<file path="src/rtl/vend_pkg.sv">
// Shared vending types: arbiter state encoding, item codes, coin denominations
// and change helpers used by the arbiter and the per-channel vending FSMs.
package vend_pkg;

  typedef enum logic [2:0] {
    ST_IDLE     = 3'd0,
    ST_GRANT    = 3'd1,
    ST_DISPENSE = 3'd2,
    ST_CHANGE   = 3'd3,
    ST_DONE     = 3'd4,
    ST_FAULT    = 3'd5
  } vend_state_e;

  typedef logic [1:0] item_t;

  localparam logic [3:0] DENOM_5  = 4'd5;
  localparam logic [3:0] DENOM_10 = 4'd10;
  localparam logic [3:0] DENOM_15 = 4'd15;

  // The hopper only pays out whole 5-unit coins, so only these amounts are payable.
  function automatic logic change_ok(input logic [3:0] change);
    return (change == 4'd0) || (change == DENOM_5) ||
           (change == DENOM_10) || (change == DENOM_15);
  endfunction

  function automatic logic [1:0] change_coins(input logic [3:0] change);
    logic [1:0] coins;
    case (change)
      DENOM_5:  coins = 2'd1;
      DENOM_10: coins = 2'd2;
      DENOM_15: coins = 2'd3;
      default:  coins = 2'd0;
    endcase
    return coins;
  endfunction

endpackage

</file>
<file path="src/rtl/vend_rr_picker.sv">
// Combinational round-robin select: first asserted request searching from
// ptr+1 upward with wrap, so the previous winner has lowest priority.
module vend_rr_picker #(
  parameter int N_REQ = 4
) (
  input  logic [N_REQ-1:0] req,
  input  logic [2:0]       ptr,
  output logic [N_REQ-1:0] grant_oh,
  output logic [2:0]       grant_idx,
  output logic             grant_valid
);

  localparam logic [N_REQ-1:0] OH0 = {{(N_REQ-1){1'b0}}, 1'b1};

  logic [7:0] req_ext;
  logic [2:0] cand;

  assign req_ext = 8'(req);

  always_comb begin
    grant_oh    = '0;
    grant_idx   = '0;
    grant_valid = 1'b0;
    cand        = '0;
    for (int i = 1; i <= N_REQ; i++) begin
      cand = 3'((int'(ptr) + i) % N_REQ);
      if (!grant_valid && req_ext[cand]) begin
        grant_valid = 1'b1;
        grant_idx   = cand;
        grant_oh    = OH0 << cand;
      end
    end
  end

endmodule

</file>
<file path="src/rtl/vend_dispense_arbiter.sv">
// Shares one dispenser motor and one change hopper among N_REQ vending channels:
// round-robin grant, motor/drop-sensor then hopper/coin-sensor sequencing, ack.
module vend_dispense_arbiter
  import vend_pkg::*;
#(
  parameter int N_REQ        = 4,
  parameter int DROP_TIMEOUT = 1000,
  parameter int COIN_TIMEOUT = 200,
  parameter int TW           = 10
) (
  input  logic                 clk,
  input  logic                 reset,
  input  logic [N_REQ-1:0]     req_valid,
  input  logic [2*N_REQ-1:0]   req_item,
  input  logic [4*N_REQ-1:0]   req_change,
  output logic [N_REQ-1:0]     req_ack,
  output logic [N_REQ-1:0]     req_err,
  output logic [1:0]           motor_sel,
  output logic                 motor_en,
  input  logic                 drop_sense,
  output logic                 hopper_en,
  input  logic                 coin_sense,
  output logic                 busy,
  output logic [2:0]           grant_id,
  output logic                 fault,
  input  logic                 fault_clr
);

  // Handshake: a channel holds req_valid (with item/change stable) until it sees
  // a one-cycle req_ack or req_err pulse on its bit; there is no separate ready.
  // Arbitration is suppressed while a response pulse is on the bus, so a channel
  // dropping req_valid in reaction to its pulse is never granted twice.

  localparam logic [N_REQ-1:0] OH0 = {{(N_REQ-1){1'b0}}, 1'b1};

  vend_state_e      state_q, state_d;
  logic [2:0]       owner_q, owner_d;
  logic [2:0]       ptr_q, ptr_d;
  item_t            item_q, item_d;
  logic [3:0]       change_q, change_d;
  logic [1:0]       coins_q, coins_d;
  logic [TW-1:0]    timer_q, timer_d;
  logic [N_REQ-1:0] ack_q, ack_d;
  logic [N_REQ-1:0] err_q, err_d;

  logic [N_REQ-1:0] win_oh;
  logic [2:0]       win_idx;
  logic             win_valid;
  logic [N_REQ-1:0] owner_oh;
  logic             resp_pending;

  vend_rr_picker #(.N_REQ(N_REQ)) u_picker (
    .req         (req_valid),
    .ptr         (ptr_q),
    .grant_oh    (win_oh),
    .grant_idx   (win_idx),
    .grant_valid (win_valid)
  );

  assign owner_oh     = OH0 << owner_q;
  assign resp_pending = (|ack_q) | (|err_q);

  always_ff @(posedge clk) begin
    if (reset) begin
      state_q  <= ST_IDLE;
      owner_q  <= '0;
      ptr_q    <= 3'(N_REQ - 1);
      item_q   <= '0;
      change_q <= '0;
      coins_q  <= '0;
      timer_q  <= '0;
      ack_q    <= '0;
      err_q    <= '0;
    end else begin
      state_q  <= state_d;
      owner_q  <= owner_d;
      ptr_q    <= ptr_d;
      item_q   <= item_d;
      change_q <= change_d;
      coins_q  <= coins_d;
      timer_q  <= timer_d;
      ack_q    <= ack_d;
      err_q    <= err_d;
    end
  end

  always_comb begin
    state_d  = state_q;
    owner_d  = owner_q;
    ptr_d    = ptr_q;
    item_d   = item_q;
    change_d = change_q;
    coins_d  = coins_q;
    timer_d  = timer_q;
    ack_d    = '0;
    err_d    = '0;

    case (state_q)
      ST_IDLE: begin
        if (win_valid && !resp_pending) begin
          state_d = ST_GRANT;
          owner_d = win_idx;
          ptr_d   = win_idx;
          for (int j = 0; j < N_REQ; j++) begin
            if (win_oh[j]) begin
              item_d   = req_item[2*j +: 2];
              change_d = req_change[4*j +: 4];
            end
          end
        end
      end

      ST_GRANT: begin
        if (change_ok(change_q)) begin
          coins_d = change_coins(change_q);
          timer_d = '0;
          state_d = ST_DISPENSE;
        end else begin
          err_d   = owner_oh;
          state_d = ST_IDLE;
        end
      end

      ST_DISPENSE: begin
        if (drop_sense) begin
          timer_d = '0;
          state_d = (coins_q != 2'd0) ? ST_CHANGE : ST_DONE;
        end else if (timer_q == TW'(DROP_TIMEOUT - 1)) begin
          err_d   = owner_oh;
          state_d = ST_FAULT;
        end else begin
          timer_d = timer_q + 1'b1;
        end
      end

      // A coin arriving on the timeout cycle still counts as paid.
      ST_CHANGE: begin
        if (coin_sense) begin
          coins_d = coins_q - 2'd1;
          timer_d = '0;
          if (coins_q == 2'd1) state_d = ST_DONE;
        end else if (timer_q == TW'(COIN_TIMEOUT - 1)) begin
          err_d   = owner_oh;
          state_d = ST_FAULT;
        end else begin
          timer_d = timer_q + 1'b1;
        end
      end

      ST_DONE: begin
        ack_d   = owner_oh;
        state_d = ST_IDLE;
      end

      ST_FAULT: begin
        if (fault_clr) state_d = ST_IDLE;
      end

      default: state_d = ST_IDLE;
    endcase
  end

  assign req_ack   = ack_q;
  assign req_err   = err_q;
  assign motor_en  = (state_q == ST_DISPENSE);
  assign motor_sel = motor_en ? item_q : 2'd0;
  assign hopper_en = (state_q == ST_CHANGE) && (coins_q != 2'd0);
  assign busy      = (state_q != ST_IDLE);
  assign grant_id  = busy ? owner_q : 3'd0;
  assign fault     = (state_q == ST_FAULT);

endmodule

</file>
<file path="config.mk">
export PLATFORM = sky130hd
export DESIGN_NAME = vend_dispense_arbiter
export DESIGN_NICKNAME = d
export VERILOG_FILES = /design/src/rtl/vend_pkg.sv /design/src/rtl/vend_rr_picker.sv /design/src/rtl/vend_dispense_arbiter.sv
export SDC_FILE = /design/constraint.sdc
export NUM_CORES = 1
export LEC_CHECK = 0
export ABC_CLOCK_PERIOD_IN_PS = 3000
export CAP_MARGIN = 20
export CORE_MARGIN = 2
export CORE_UTILIZATION = 40
export CTS_CLUSTER_SIZE = 14
export DETAILED_ROUTE_END_ITERATION = 10
export GPL_ROUTABILITY_DRIVEN = 1
export HOLD_SLACK_MARGIN = 0.12
export PLACE_DENSITY = 0.71
export RECOVER_POWER = 100
export SLEW_MARGIN = 5
export SYNTH_ARGS = -nofsm -noshare
export SYNTH_HDL_FRONTEND = slang
export SYNTH_SLANG_ARGS = --single-unit
</file>
<file path="constraint.sdc">
create_clock -name clk -period 3 [get_ports clk]
set_input_delay 0.6 -clock clk [delete_from_list [all_inputs] [get_ports clk]]
set_output_delay 0.6 -clock clk [all_outputs]
set_load 0.02 [all_outputs]
</file>
==> impl_metrics.env <==
export IMPL_avgSynthCellArea_um2=8.03
export IMPL_synthFlopType="dfxtp_1"
export IMPL_wl_um=6460
export IMPL_cts_tree="done"
export IMPL_tns_ns=0
export IMPL_synthTopCellsByArea="dfxtp_1, ha_1, nor2_1, a21oi_1, a221oi_1"
export IMPL_grtUsageTotal=0.180
export IMPL_final_hold_violation_count=0
export IMPL_ys_seq_elements=33
export IMPL_yosys_warnings=0
export IMPL_cts_buffers=5
export IMPL_netlist_area_leader_share=0.251
export IMPL_dpl_cell_area_um2=3310
export IMPL_power_density_nw_per_um2=838
export IMPL_drive_gt1_frac=0.120
export IMPL_drc=0
export IMPL_via_per_inst=5.65
export IMPL_worstPathArrival_ns=2.97
export IMPL_seq_area_frac_synth=0.251
export IMPL_pwr_share_clk=0.113
export IMPL_power_share_sequential=0.216
export IMPL_antenna_found_initial=0
export IMPL_dieArea_um2=7250
export IMPL_grt_max_degree=21
export IMPL_reg2reg_from="ptr_q[1]$_SDFFE_PP1P_"
export IMPL_cts_sinks=33
export IMPL_die_x_um=85.1
export IMPL_n_antenna_cell=0
export IMPL_p_leak_nw=1.33
export IMPL_cts_clk_slew_worst_paths_ns=0.07
export IMPL_r2r_worst_path_cells=8
export IMPL_synthArstFlopShare=0
export IMPL_power_switching_mw=1.31
export IMPL_drtPass1Iterations=4
export IMPL_place_gp_congestion=0.830
export IMPL_path_class="in2reg"
export IMPL_slowest_delay_ns=0.68
export IMPL_grt_first_pass_wirelength_um=11000
export IMPL_clock_latency_ns=0.28
export IMPL_reg2reg_slack_ns=0.26
export IMPL_crit_path_cell_trace="clkdlybuf4s50_1 -> mux4_2 -> o41ai_1 -> a21oi_2 -> a221oi_1 -> a31oi_1"
export IMPL_min_period_over_period=0.938
export IMPL_dieHeight_um=85.1
export IMPL_ctsRootBufferMaster="clkbuf_8"
export IMPL_io_buffer_count=48
export IMPL_wire_per_inst_um=13.8
export IMPL_endpoint="item_q[0]$_SDFFE_PP0P_"
export IMPL_overflow=0
export IMPL_slew_headroom=0.528
export IMPL_cp_required_ns=3.15
export IMPL_worstHoldPathCells=2
export IMPL_yosysTopAreaCell="dfxtp_1"
export IMPL_clockBufferDepth=2
export IMPL_final_area_um2=3400
export IMPL_maxCapViolCount=0
export IMPL_netlist_area_um2=2630
export IMPL_finalMaxSlewViolations=0
export IMPL_cp_max_fo=11
export IMPL_synth_nets=371
export IMPL_syn_to_final_growth_pct=29.3
export IMPL_ff_latch_area_um2=661
export IMPL_cp_depth=6
export IMPL_netlist_instances=328
export IMPL_status="complete, no violations"
export IMPL_synth_common_cells="dfxtp_1, nor2_1, a21oi_1, nand2_1, nor3_1"
export IMPL_cts_max_level=2
export IMPL_synth_cell_types=59
export IMPL_reg2reg_to="item_q[0]$_SDFFE_PP0P_"
export IMPL_synth_edf_count=0
export IMPL_multi_input_area_um2=1840
export IMPL_period_needed_ns=2.81
export IMPL_hold_path_class="reg2reg"
export IMPL_num_fill_cells=595
export IMPL_nNetsFinal=434
export IMPL_power_share_switching=0.461
export IMPL_combPwrFrac=0.671
export IMPL_floorplan_initialDensity=0.415
export IMPL_ioPinCount=50
export IMPL_cp_end_kind="flip-flop"
export IMPL_crit_start="req_valid[2]"
export IMPL_finClkSkew_ns=0.00566
export IMPL_p_int_mw=1.54
export IMPL_start_kind="primary input"
export IMPL_rsz0062_at_grt="false"
export IMPL_coreArea_um2=6350
export IMPL_dpl_hpwl_um=5000
export IMPL_finalSetupViolations=0
export IMPL_path_buf_inv=1
export IMPL_num_vias=2652
export IMPL_hold_ws_ns=0.501
export IMPL_fmax_mhz=355
export IMPL_drtIter0Drc=88
export IMPL_drtAntennaViolNets=0
export IMPL_crit_path_top_delay_cell="mux4_2"
export IMPL_fin_util=0.536
export IMPL_cp_top_family="compound AO/OA/AOI/OAI gates"
export IMPL_grt_pass1_vias=2523
export IMPL_rows=29
export IMPL_worst_pin_slew_ns=0.707
export IMPL_peakVddDrop_v=0.000453
export IMPL_holdBufCountCts=0
-- cells by family (layout without fill, tap and decap cells) --
family | count (synthesis) | after routing | synth area share
adder cells (fa/ha/maj) | 10 | 10 | 0.0475
XOR/XNOR | 11 | 11 | 0.0366
AND/OR/NAND/NOR | 141 | 141 | 0.286
flip-flops | 33 | 33 | 0.251
other | 1 | 1 | 0.00142
multiplexers | 13 | 13 | 0.0765
buffers and inverters | 32 | 96 | 0.0523
AO/OA/AOI/OAI | 87 | 87 | 0.249
-- stage by stage --
step	std cells	power [mW]	setup WS, ns
CTS	468	2.87	0.202
global placement	460	2.50	-0.0603
finish	469	2.85	0.185
detailed placement	460	2.53	-0.101
global route	469	3.12	0.00404
floorplan	328	1.98	0.0188
-- layout by cell type, fill, tap and decap left out, types with 9 or more instances in the layout --
master / synthesis / routed
a21oi_1: 20 / 19
dlygate4sd3_1: 0 / 19
nor2_1: 33 / 33
inv_1: 13 / 13
nand2b_1: 11 / 11
nor2b_1: 11 / 11
and3_1: 13 / 13
nor3_1: 16 / 16
a221oi_1: 11 / 11
dfxtp_1: 33 / 33
nand2_1: 20 / 20
buf_4: 1 / 23
clkdlybuf4s50_1: 0 / 29
ha_1: 10 / 9
-- routing by layer --
layer	part of all wire	global-route usage	up-vias
li1	-	-	1352
met1	0.47	0.233	1231
met2	0.48	0.304	60
met3	0.047	0.0331	9
met4	0.011	0.0519	0
met5	0	0	-
-- area by class of cell --
cell class | count | share of cell area
multi-input cells | 263 | 0.542
repair buffers | 74 | 0.195
flip-flops and latches | 33 | 0.194
well taps | 77 | 0.0283
clock buffers | 5 | 0.0202
inverters | 14 | 0.0154
clock inverters | 3 | 0.00515
-- worst min-delay path by stage --
| stage | startpoint | endpoint | slack [ns] |
|---|---|---|---|
| 3_3_place_gp | timer_q[1]$_SDFFE_PP0P_ | timer_q[1]$_SDFFE_PP0P_ | 0.47 |
| 2_1_floorplan | timer_q[1]$_SDFFE_PP0P_ | timer_q[1]$_SDFFE_PP0P_ | 0.46 |
| 3_5_place_dp | timer_q[1]$_SDFFE_PP0P_ | timer_q[1]$_SDFFE_PP0P_ | 0.48 |
| 4_1_cts | timer_q[1]$_SDFFE_PP0P_ | timer_q[1]$_SDFFE_PP0P_ | 0.50 |
| 5_1_grt | timer_q[1]$_SDFFE_PP0P_ | timer_q[1]$_SDFFE_PP0P_ | 0.54 |
| 6_report | timer_q[1]$_SDFFE_PP0P_ | timer_q[1]$_SDFFE_PP0P_ | 0.50 |
-- timing repair --
| item | 4_1_cts | 5_1_grt |
|---|---|---|
| gates resized for setup | 0 | 3 |
| setup buffers | 0 | 1 |
| endpoints found under the setup margin | 0 | 6 |
-- power by group through the flow --
stage	clock, mW	sequential (mW)	combinational, mW
global placement	0	0.622	1.88
detailed placement	0	0.624	1.91
global route	0.354	0.636	2.13
finish	0.322	0.617	1.91
floorplan	0	0.609	1.37
CTS	0.332	0.616	1.92
-- worst reg2reg max path, cell delays in order (launching register included) --
cell and delay (ns):
dfxtp_1 0.35, clkinv_1 0.09, ha_2 0.48, mux2_2 0.39, mux2i_2 0.29, nand2_1 0.19, a211o_1 0.37, a221oi_1 0.34
a31oi_1 0.12
-- sequential cells by signal, summed over array words and instances, names as in the netlist --
signal	cells
coins_q	2
state_q	3
timer_q	10
change_q	4
owner_q	2
req_err	4
ptr_q	2
item_q	2
req_ack	4
No activity file was read; power rests on OpenSTA's default activity.
